File: src/rtl/clock_enable_gen_pkg.sv
// Shared definitions for clock_enable_gen: FSM state encoding and default widths.
package clock_enable_gen_defs;

    typedef enum logic [1:0] {
        IDLE  = 2'd0,
        RUN   = 2'd1,
        PAUSE = 2'd2
    } state_t;

    localparam int DEF_DIV_W = 8;
    localparam int DEF_CNT_W = 32;

endpackage

File: src/rtl/clock_enable_gen_tick_counter.sv
// Free-running wrap-around event counter: increments on each cycle with en=1.
module tick_counter
    import clock_enable_gen_defs::*;
#(
    parameter int CNT_W = DEF_CNT_W
) (
    input  logic             clk,
    input  logic             rst,
    input  logic             en,
    output logic [CNT_W-1:0] count
);

    always_ff @(posedge clk) begin
        if (rst) begin
            count <= '0;
        end else if (en) begin
            count <= count + 1'b1;
        end
    end

endmodule

File: src/rtl/clock_enable_gen.sv
// Clock-enable generator: one-cycle Tick every Div+1 cycles plus a Phase square wave.
// Define TICK_COUNTER_EN to add the TickCount output and its counter.
module clock_enable_gen
    import clock_enable_gen_defs::*;
#(
    parameter int DIV_W = DEF_DIV_W
`ifdef TICK_COUNTER_EN
    , parameter int CNT_W = DEF_CNT_W
`endif
) (
    input  logic             Clk,
    input  logic             Rst,
    input  logic             Run,
    input  logic             Load,
    input  logic [DIV_W-1:0] Div,
    output logic             Tick,
    output logic             Phase,
    output logic             Running,
    output state_t           dbg_state
`ifdef TICK_COUNTER_EN
    , output logic [CNT_W-1:0] TickCount
`endif
);

    logic [DIV_W-1:0] div_q;
    logic [DIV_W-1:0] cnt;
    state_t           state;

    assign dbg_state = state;

    // Load outranks Run; a paused count resumes from where it stopped.
    always_ff @(posedge Clk) begin
        if (Rst) begin
            div_q   <= '0;
            cnt     <= '0;
            Tick    <= 1'b0;
            Phase   <= 1'b0;
            Running <= 1'b0;
            state   <= IDLE;
        end else if (Load) begin
            div_q   <= Div;
            cnt     <= '0;
            Tick    <= 1'b0;
            Running <= 1'b0;
            state   <= IDLE;
        end else if (Run) begin
            state   <= RUN;
            Running <= 1'b1;
            if (cnt == div_q) begin
                cnt   <= '0;
                Tick  <= 1'b1;
                Phase <= ~Phase;
            end else begin
                cnt  <= DIV_W'(cnt + 1'b1);
                Tick <= 1'b0;
            end
        end else begin
            Tick    <= 1'b0;
            Running <= 1'b0;
            if (state == RUN) begin
                state <= PAUSE;
            end
        end
    end

`ifdef TICK_COUNTER_EN
    logic tick_fire;

    // Same condition that sets Tick, so the count lands together with the pulse.
    assign tick_fire = !Load && Run && (cnt == div_q);

    tick_counter #(
        .CNT_W(CNT_W)
    ) u_tick_counter (
        .clk   (Clk),
        .rst   (Rst),
        .en    (tick_fire),
        .count (TickCount)
    );
`endif

endmodule

File: config.mk
export PLATFORM = sky130hd
export DESIGN_NAME = clock_enable_gen
export DESIGN_NICKNAME = d
export VERILOG_FILES = /design/src/rtl/clock_enable_gen_pkg.sv /design/src/rtl/clock_enable_gen_tick_counter.sv /design/src/rtl/clock_enable_gen.sv
export SDC_FILE = /design/constraint.sdc
export NUM_CORES = 1
export LEC_CHECK = 0
export CAP_MARGIN = 20
export CORE_MARGIN = 10
export CORE_UTILIZATION = 53
export DETAILED_ROUTE_END_ITERATION = 10
export GPL_ROUTABILITY_DRIVEN = 0
export PLACE_DENSITY = 0.81
export SYNTH_ARGS = -nofsm -noshare
export SYNTH_HDL_FRONTEND = slang
export SYNTH_SLANG_ARGS = --single-unit
File: constraint.sdc
create_clock -name Clk -period 3.4 [get_ports Clk]
set_clock_uncertainty 0.1 [all_clocks]
set_input_delay 0.51 -clock Clk [delete_from_list [all_inputs] [get_ports Clk]]
set_output_delay 0.51 -clock Clk [all_outputs]
set_load 0.01 [all_outputs]
==> results.toml <==
[final_layout]
syn_to_final_growth_pct = 21.48
antenna_cells = 0
num-nets-final = 125
layoutNonFillerInstCount = 127
final_cell_area_sq_mm = 0.001090
regArea_sq_um = 420.4
multi_input_area_sq_um = 459.2
nFillCells = 129
layout-drive-gt1-share_pct = 6.306

[clock_tree]
ctsHoldBuffers = 0
clkTransAtPathRegs_ns = 0.11
cts_sinks = 21
cts-htree-levels = 1
cts_resized = 0
numCtsBuffers = 3
clockBufferDepth = 2
cts_root_buf = "clkbuf_4"
cts_tree = "done"
post-cts-setup-buffer-count = 0
clkLatencyLatePin_ns = 0.30

[yosys]
syn-cell-area_sq_um = 897.1
synthTopCellsByArea = "dfxtp_1, xnor2_1, mux2i_1"
synth_top_cell_area_share_pct = 46.86
synthCells = 94
ys_seq_area_share_pct = 46.86
synth_commonest_cells = "dfxtp_1, nor2_1, xnor2_1, mux2i_1, nand2_1"
yosys_register_bits = 21
yosys.area.top_type = "dfxtp_1"
ys_types = 22
synth_nets = 107
async_flop_share_pct = 0
yosysWarnings = 0
ys.flop_type = "dfxtp_1"
synthMostInstantiatedCell = "dfxtp_1"
syn_area_per_cell_sq_um = 9.544
synth-edff-count = 0

[routing]
vias = 696
drtIter0Drc = 9
wire_per_inst_microns = 13.53
wl_microns = 1718
vias_per_cell = 5.480
firstDrtPassIters = 4
drc = 0
postRouteAntennaNets = 0

[pwr]
ir_worst_vdd_uv = 254.5
power_density_mw_per_mm2 = 398.8
report.power.total_w = 0.0004346
p_leak_nw = 0.3936

[global_routing]
use_met3_pct = 4.321
globalRouteMet2Util_pct = 16.86
grt_max_degree = 13
grt_busiest_layer = "met2"
grtUsageTotal_pct = 10.56
grt_pass1_wl_microns = 2939
grt_util_met1_pct = 12.41
antenna_found_initial = 0
overflow = 0
grt_pass1_vias = 646

[timing]
tightest_slew_ns = 0.7273
slew_violations = 0
worst_slack_ns = 1.327
finalSetupTns_ns = 0
final-hold-violation-count = 0
relSlewSlack_pct = 51.10
setup_viol = 0
period_needed_ns = 2.073
fin_crit_sh_pct = 60.98
rsz0062_at_grt = "false"
max_freq_ghz = 0.4823

[min_path]
hold_depth = 2
whs_endpoint = "Phase"
min_from = "Phase"
hp-class = "reg -> reg"

[critical_path]
cpPeakStageDelay_ns = 0.71
cp_data_arrival_time_ns = 2.21
cp.required_ns = 3.53
cpMaxStageDelayCell = "clkdlybuf4s50_1"
worstSetupStartpointType = "input pin"
path_max_fanout = 12
end_kind = "flip-flop"
crit_type = "in -> reg"
reg2reg_depth = 4
crit_path_cell_trace = "clkdlybuf4s50_1, or2b_2, or4_1, a21oi_1"
regToRegStartpoint = "cnt[0]"
rr_endpoint = "cnt[7]"
r2r_slack_ns = 1.52

[die]
num_rows = 14
start_util_pct = 57.54
core_area_sq_mm = 0.001559
die_h_microns = 61.14
die_area_sq_mm = 0.003738
die-width_microns = 61.14
io-pin-count = 17

[placed_design]
io_buffers = 16
hpwl_microns = 1318
place_worst_setup_slack_ns = 1.010
place_inst = 123
post_dp_cell_area_sq_mm = 0.001064

[flow_run]
maxCapViolations = 0

[outcome]
outcome = "complete, no violations"
-- stage by stage --
step,hold slack (ns),util (%)
4_1_cts,0.4024,69.90
5_1_grt,0.4346,69.90
6_report,0.3980,69.90
3_3_place_gp,0.3708,68.22
3_5_place_dp,0.3828,68.22
2_1_floorplan,0.3817,-
-- worst max-delay path by stage --
stage / startpoint / end / slack (ns) / cells after the start
after floorplan: Run / Phase / 1.75 / 4
after global placement: Load / Phase / 1.05 / 4
after detailed placement: Load / Phase / 1.01 / 4
after CTS: Load / Phase / 1.34 / 4
after global routing: Run / cnt[7] / 1.25 / 4
final: Load / Phase / 1.33 / 4
-- routing by layer --
| metal | wire [microns] | share of wire, % | up-vias |
|---|---|---|---|
| met5 | 0 | 0 | - |
| met4 | 28 | 1.6 | 0 |
| met3 | 83 | 4.8 | 5 |
| met2 | 823 | 48 | 18 |
| met1 | 782 | 46 | 319 |
| li1 | - | - | 354 |
-- cell usage in the layout (no fill, tap or decap), types with 3 or more instances in the layout --
cell type	instances
nor2_1	20
clkbuf_4	3
nor3_1	3
mux2i_1	8
xnor2_1	10
nand2_1	6
clkdlybuf4s50_1	16
xor2_1	3
dfxtp_1	21
nand4_1	3
-- state kept, by name (all words and copies together) (netlist names) --
register and cells:
div_q 8, Phase 1, dbg_state 2, Tick 1
Running 1, cnt 8
-- cells by family (layout without fill, tap and decap cells) --
family,count (synthesis),in the layout,synth area share [%]
DFF,21,21,46.86
and+or+nand+nor,37,37,19.94
buffers and inverters,4,21,1.952
xor gates and xnor gates,14,14,14.51
muxes,8,8,8.926
adders and majority gates,1,1,1.394
AOI/OAI and AO/OA,9,9,6.415
-- critical path: cells and delay by family --
kind,cells,cell delay (ns)
simple gates,2,0.84
buf+inv,1,0.71
compound gates,1,0.15
-- where the power goes --
part           internal [W]  switching [W]
clock network     0.0000458      0.0000715
registers          0.000254     0.00000657
logic             0.0000308      0.0000255
-- area by class of cell --
class	instances	share of cell area [%]
multi-input combinational	69	42.14
clock buffer	4	2.411
timing repair buffer	16	14.70
sequential	21	38.58
tap	16	1.837
inverter	1	0.3444
Power figures use the tool's default switching activity.
